===== config.mk =====
export PLATFORM = sky130hd
export DESIGN_NAME = memory_cu
export DESIGN_NICKNAME = d
export VERILOG_FILES = /design/src/rtl/memory_cu_pkg.sv /design/src/rtl/memory_cu_counter.sv /design/src/rtl/memory_cu.sv
export SDC_FILE = /design/constraint.sdc
export NUM_CORES = 1
export LEC_CHECK = 0
export BUFFER_PORTS_ARGS = -buffer_cell sky130_fd_sc_hd__buf_2
export CORE_AREA = 2 2 39 41
export CTS_CLUSTER_SIZE = 8
export DETAILED_ROUTE_END_ITERATION = 10
export DIE_AREA = 0 0 41 43
export GPL_ROUTABILITY_DRIVEN = 0
export HOLD_SLACK_MARGIN = 0.05
export SLEW_MARGIN = 10
export SYNTH_ARGS = -nofsm -noshare
export SYNTH_HDL_FRONTEND = slang
export SYNTH_SLANG_ARGS = --single-unit

===== constraint.sdc =====
create_clock -name clk -period 1.24 [get_ports clk]
set_input_delay 0.248 -clock clk [delete_from_list [all_inputs] [get_ports clk]]
set_output_delay 0.248 -clock clk [all_outputs]
set_load 0.03 [all_outputs]

===== src/rtl/memory_cu_pkg.sv =====
// Shared types and constants for the memory control unit.
//   state_e            : FSM state encoding (IDLE=00, LOAD=01, DONE=10, 11 illegal)
//   NUM_PARAMS_DEFAULT : default number of parameter words per load
//   cnt_width()        : word-counter width for a given NUM_PARAMS (minimum 1)
package memory_cu_pkg;

    typedef enum logic [1:0] {
        IDLE = 2'b00,
        LOAD = 2'b01,
        DONE = 2'b10
    } state_e;

    localparam int unsigned NUM_PARAMS_DEFAULT = 4;

    // Counter width covering 0..n-1; a single word still needs one bit.
    function automatic int unsigned cnt_width(input int unsigned n);
        return (n > 1) ? $clog2(n) : 1;
    endfunction

endpackage


===== src/rtl/memory_cu_counter.sv =====
// Word counter for the parameter load sequence.
// Ports:
//   clk, rst      : clock, asynchronous active-high reset
//   clear_c       : synchronous clear (priority over increment)
//   incr_c        : increment by one
//   terminal_c    : high while count == NUM_PARAMS-1
//   count         : current count (only with MEMORY_CU_PARAM_IDX_EN)
// Optional feature macro: MEMORY_CU_PARAM_IDX_EN
module memory_cu_counter
    import memory_cu_pkg::*;
#(
    parameter int unsigned NUM_PARAMS = NUM_PARAMS_DEFAULT
) (
    input  logic                              clk,
    input  logic                              rst,
    input  logic                              clear_c,
    input  logic                              incr_c,
    output logic                              terminal_c
`ifdef MEMORY_CU_PARAM_IDX_EN
    ,
    output logic [cnt_width(NUM_PARAMS)-1:0]  count
`endif
);

    localparam int unsigned CNT_W = cnt_width(NUM_PARAMS);

    logic [CNT_W-1:0] count_q;

    // Count register; clear wins over increment.
    always_ff @(posedge clk or posedge rst) begin
        if (rst) begin
            count_q <= '0;
        end else if (clear_c) begin
            count_q <= '0;
        end else if (incr_c) begin
            count_q <= count_q + CNT_W'(1);
        end
    end

    assign terminal_c = (count_q == CNT_W'(NUM_PARAMS - 1));

`ifdef MEMORY_CU_PARAM_IDX_EN
    assign count = count_q;
`endif

endmodule


===== src/rtl/memory_cu.sv =====
// Memory control unit: sequences a burst of NUM_PARAMS write enables to the
// downstream parameter register file on each load request.
// Ports:
//   clk, rst          : clock, asynchronous active-high reset
//   enable            : block enable; low forces IDLE and aborts a load
//   load_params       : load request (level)
//   params_reg_enable : high for every LOAD cycle (registered)
//   param_idx         : index of the word being written (only with
//                       MEMORY_CU_PARAM_IDX_EN)
// Optional feature macro: MEMORY_CU_PARAM_IDX_EN
module memory_cu
    import memory_cu_pkg::*;
#(
    parameter int unsigned NUM_PARAMS = NUM_PARAMS_DEFAULT
) (
    input  logic                              clk,
    input  logic                              rst,
    input  logic                              enable,
    input  logic                              load_params,
    output logic                              params_reg_enable
`ifdef MEMORY_CU_PARAM_IDX_EN
    ,
    output logic [cnt_width(NUM_PARAMS)-1:0]  param_idx
`endif
);

    state_e current_state;
    logic   terminal_c;
    logic   incr_c;
    logic   clear_c;

    // The counter only advances inside an enabled LOAD; every other case
    // (including an abort) holds it at zero, so it reads 0 outside LOAD.
    assign incr_c  = enable && (current_state == LOAD) && !terminal_c;
    assign clear_c = !incr_c;

    memory_cu_counter #(
        .NUM_PARAMS (NUM_PARAMS)
    ) u_counter (
        .clk        (clk),
        .rst        (rst),
        .clear_c    (clear_c),
        .incr_c     (incr_c),
        .terminal_c (terminal_c)
`ifdef MEMORY_CU_PARAM_IDX_EN
        ,
        .count      (param_idx)
`endif
    );

    // State register with the Moore write enable registered alongside it,
    // so params_reg_enable is high exactly when current_state is LOAD.
    always_ff @(posedge clk or posedge rst) begin
        if (rst) begin
            current_state     <= IDLE;
            params_reg_enable <= 1'b0;
        end else if (!enable) begin
            current_state     <= IDLE;
            params_reg_enable <= 1'b0;
        end else begin
            case (current_state)
                IDLE: begin
                    if (load_params) begin
                        current_state     <= LOAD;
                        params_reg_enable <= 1'b1;
                    end else begin
                        current_state     <= IDLE;
                        params_reg_enable <= 1'b0;
                    end
                end
                LOAD: begin
                    if (terminal_c) begin
                        current_state     <= DONE;
                        params_reg_enable <= 1'b0;
                    end else begin
                        current_state     <= LOAD;
                        params_reg_enable <= 1'b1;
                    end
                end
                DONE: begin
                    // Wait for the request to drop so a held level cannot
                    // trigger a second burst.
                    current_state     <= load_params ? DONE : IDLE;
                    params_reg_enable <= 1'b0;
                end
                default: begin
                    current_state     <= IDLE;
                    params_reg_enable <= 1'b0;
                end
            endcase
        end
    end

endmodule


# Yosys cells after proc, flatten, opt, wreduce, memory -nomap -nowiden
# Cells that the tools add are included.
dict set report totals {
  output_inout_bits 1
  ff_bits 5
  wordCells 21
  input_bits 4
}
dict set report op_classes {
  eq_ne 3
  add_sub_neg 1
  n_mux 10
  reduce_logical 4
}
# operator n
set ops {}
lappend ops {{2-bit two-way mux} 4}
lappend ops {{2-bit one-hot mux with 3 select lines} 1}
lappend ops {{2-bit == test (second input constant)} 2}
lappend ops {{1-bit two-way mux} 4}
lappend ops {{2-bit by 1-bit adder with 2-bit output (second input constant)} 1}
lappend ops {{2-bit by 1-bit == test with 1-bit output (second input constant)} 1}
lappend ops {{1-bit logical AND} 2}
lappend ops {{2-bit logical NOT} 1}
lappend ops {{1-bit one-hot mux with 2 select lines} 1}
lappend ops {{1-bit logical NOT} 1}

# Depth between registers and ports, before layout
dict set report depth {
  word_depth 4
  ltp_mapped 3
  ltp_nobuf 3
}

# By module
# A second synthesis with hierarchy kept.
dict set report unflattened {
  hier_cells 21
  hier_area_um2 237.7
}
# module seq_area_each_um2 n_inst area_per_inst_um2 cells_each
set modules_own_cells {}
lappend modules_own_cells {memory_cu 75.1 1 145.1 13}
lappend modules_own_cells {memory_cu_counter 50.0 1 92.6 8}

# Worst setup path before layout
# OpenSTA, ideal clock, no wires.
dict set report synth_timing {
  path_kind {register to register}
  from {register u_counter.count_q[0]}
  to {register u_counter.count_q[0]}
  synth_period_minus_slack_ns 0.900
  stages_incl_launch_ff 4
  path_buffers 0
  setup_slack_ns 0.340
  arrival_time_ns 0.828
  path_cell_list {dfrtp_1 > ha_1 > nand4bb_1 > nor2_1}
}
dict set report synth_between {
  elab_chain_len 4
  elab_cells_between_ends 5
  classes_between {1 x add/sub; 1 x eq/ne; 1 x mux; 2 x reduce/logical}
}
# element line
set synth_lines {}
lappend synth_lines {{from (decl)} memory_cu_counter.sv:27} ;# logic [CNT_W-1:0] count_q;
lappend synth_lines {{from (signal assigned)} memory_cu_counter.sv:36} ;# count_q <= count_q + CNT_W'(1);
lappend synth_lines {{2-bit == test} memory_cu_counter.sv:40} ;# assign terminal_c = (count_q == CNT_W'(NUM_PARAMS - 1));
lappend synth_lines {{1-bit logical NOT} memory_cu.sv:34} ;# assign incr_c = enable && (current_state == LOAD) && !terminal_c;
lappend synth_lines {{1-bit logical AND} memory_cu.sv:34}
lappend synth_lines {{2-bit two-way mux *} memory_cu_counter.sv:33} ;# end else if (clear_c) begin
# Mark *: on every way between the ends. The rest lies on a longest branch, timed or not.

# Final worst setup path
dict set report layout_timing {
  from {register params_reg_enable}
  to {output port params_reg_enable}
}
# element line
set layout_rtl {}
lappend layout_rtl {{from (decl)} memory_cu.sv:20} ;# output logic params_reg_enable
lappend layout_rtl {{from (signal assigned)} memory_cu.sv:56} ;# params_reg_enable <= 1'b0;
lappend layout_rtl {{from (signal assigned)} memory_cu.sv:59} ;# params_reg_enable <= 1'b0;
lappend layout_rtl {{from (signal assigned)} memory_cu.sv:65} ;# params_reg_enable <= 1'b1;
# No word-level cell between the ends.

==> flow_summary.yaml <==
status:
  outcome: "completed"
layout:
  nNetsFinal: 34
  diodes: 0
  area_growth_pct: 35.5
  drive_gt1_share_pct: 25.0
synthesis:
  seq_area_frac_synth_pct: 58.1
  syn_area_sq_um: 215
  async_flop_share_pct: 100
  synth_most_common_cell: "dfrtp_1"
  synth_area_leaders: "dfrtp_1, nand4b_1, ha_1"
  synth.largest_area_cell: "dfrtp_1"
  synth-edff-count: 0
  yosys.cell_types.count: 10
  avgSynthCellArea_sq_um: 11.3
  synth_nets: 24
  synthCells: 19
  synth_flop_cell: "dfrtp_1"
  ys_warn_count: 0
  synth_top_area_share_pct: 58.1
  synth-seq-cells: 5
floorplanning:
  initial_core_util_pct: 15.6
  die_area_sq_mm: 0.00176
  fp.dieW_microns: 41
  io_pins: 5
  rows: 14
  core_sq_mm: 0.00138
  die_h_microns: 43
clocking:
  ctsResizeCount: 0
  clock-sinks: 5
  h-tree-depth: 1
  cts_tree: "built"
  cts_made_buffers: 3
  root_buffer: "clkbuf_4"
  clkTransAtPathRegs_ns: 0.05
  clk-insertion-delay-late_ns: 0.24
  cts_hold_buf: 1
  cts_buffer_depth: 2
  post_cts_buffers: 0
critical_path:
  cp_max_fo: 1
  slowest_stage: "dfrtp_1"
  reg2reg_slack_ns: 0.25
  cpPeakStageDelay_ns: 0.35
  arrival_ns: 0.76
  start_kind: "register"
  cp-end-kind: "output pin"
  cp_num_cells: 1
  reg2regPathDepth: 3
  crit_chain: "buf_2"
  crit_family: "flip-flops"
  timing_worst_setup_path_type: "reg -> out"
  cp_data_required_time_ns: 0.99
  crit_buf_inv: 1
detailed_routing:
  via_per_inst: 3.86
  first_pass_iters: 2
  ant_nets: 0
  drc: 0
  wire_per_inst_microns: 8.52
  wl_microns: 375
  num_vias: 170
  drtIter0Drc: 1
sta:
  setup_viol: 0
  hold_viol: 0
  fmax_mhz: 994
  skew_ns: 0.00184
  setup_tns_ns: 0
  period_minus_slack_ns: 1.01
  slew_headroom_pct: 86.7
  worst_hold_slack_ns: 0.280
  rsz0062_at_grt: "no"
  slew_viol_final: 0
  tightest_slew_ns: 0.199
  period_share_pct: 81.2
pwr:
  irDropWorstVdd_mv: 0.289
  p_per_area_mw_per_mm2: 1390
  leakagePower_nw: 0.149
grt:
  grt_remaining_overflow: 0
  grt_util_all_layers_pct: 6.15
  grt_antenna_before_repair: 0
  grt_pass1_wl_microns: 634
  grt_pass1_vias: 178
  grt_max_degree: 6
placement:
  portBuffers: 4
hold_path:
  hp-class: "in -> reg"
  hold_depth: 3
flow_run:
  maxCapViolCount: 0
[through the flow]
step / utilization, % / cells / worst slack, ns / power, mW / area (sq um)
after floorplan: - / 19 / 0.340 / 0.199 / 215
after global placement: 18.4 / 39 / 0.268 / 0.210 / 255
after detailed placement: 18.4 / 39 / 0.237 / 0.212 / 255
after CTS: 21.1 / 44 / 0.221 / 0.415 / 292
after global routing: 21.1 / 44 / 0.161 / 0.424 / 292
final: 21.1 / 44 / 0.234 / 0.406 / 292
[kinds of logic (layout without fill, tap and decap cells)]
| logic type | Yosys count | in the layout | synth area share, % |
|---|---|---|---|
| AND/OR/NAND/NOR | 9 | 9 | 27.9 |
| flip-flops | 5 | 5 | 58.1 |
| AO/OA/AOI/OAI | 2 | 2 | 4.65 |
| adder cells (fa/ha/maj) | 1 | 1 | 5.81 |
| buffers and inverters | 2 | 11 | 3.49 |
[worst min-delay path, stage by stage]
cell and delay, ns:
buf_2 0.09, nand4b_1 0.09, nand2_1 0.07
[path summary, 6_finish.rpt]
check,start,to
max,params_reg_enable,params_reg_enable
min,load_params,current_state[1]
max reg2reg,u_counter.count_q[0],u_counter.count_q[0]
min reg2reg,u_counter.count_q[0],u_counter.count_q[0]
max in group asynchronous,rst,u_counter.count_q[0]
min in group asynchronous,rst,current_state[0]
[power by group]
group | internal [mW] | switching (mW)
clock network | 0.122 | 0.0738
registers | 0.171 | 0.00474
logic | 0.0149 | 0.0197
[cell usage in the layout (no fill, tap or decap)]
cell           netlist  routed
or2b_1               1       1
dlygate4sd3_1        0       1
nand4b_1             2       2
nand2b_1             2       2
clkbuf_4             0       3
nand2_1              1       1
dfrtp_1              5       5
buf_2                0       4
nor2_1               2       2
clkbuf_1             0       1
nand4bb_1            1       1
a21oi_1              2       2
inv_1                2       2
ha_1                 1       1
[state kept, by name, indices dropped and copies added (netlist names)]
signal / flops
current_state: 2
u_counter.count_q: 2
params_reg_enable: 1
[metal layers]
layer | track usage (%) | vias up | wire length, microns
li1 | - | 82 | -
met1 | 5.86 | 85 | 155
met2 | 7.81 | 3 | 189
met3 | 3.14 | 0 | 30
met4 | 8.00 | 0 | 0
met5 | 0 | - | 0
[cell type report]
| cell class | count | area [sq um] |
|---|---|---|
| Tap cell | 16 | 20.0 |
| Clock buffer | 4 | 26.3 |
| Multi-Input combinational cell | 12 | 82.6 |
| Timing Repair Buffer | 5 | 30.0 |
| Inverter | 2 | 7.51 |
| Fill cell | 148 | 1090 |
| Sequential cell | 5 | 125 |
Power figures use the tool's default switching activity.
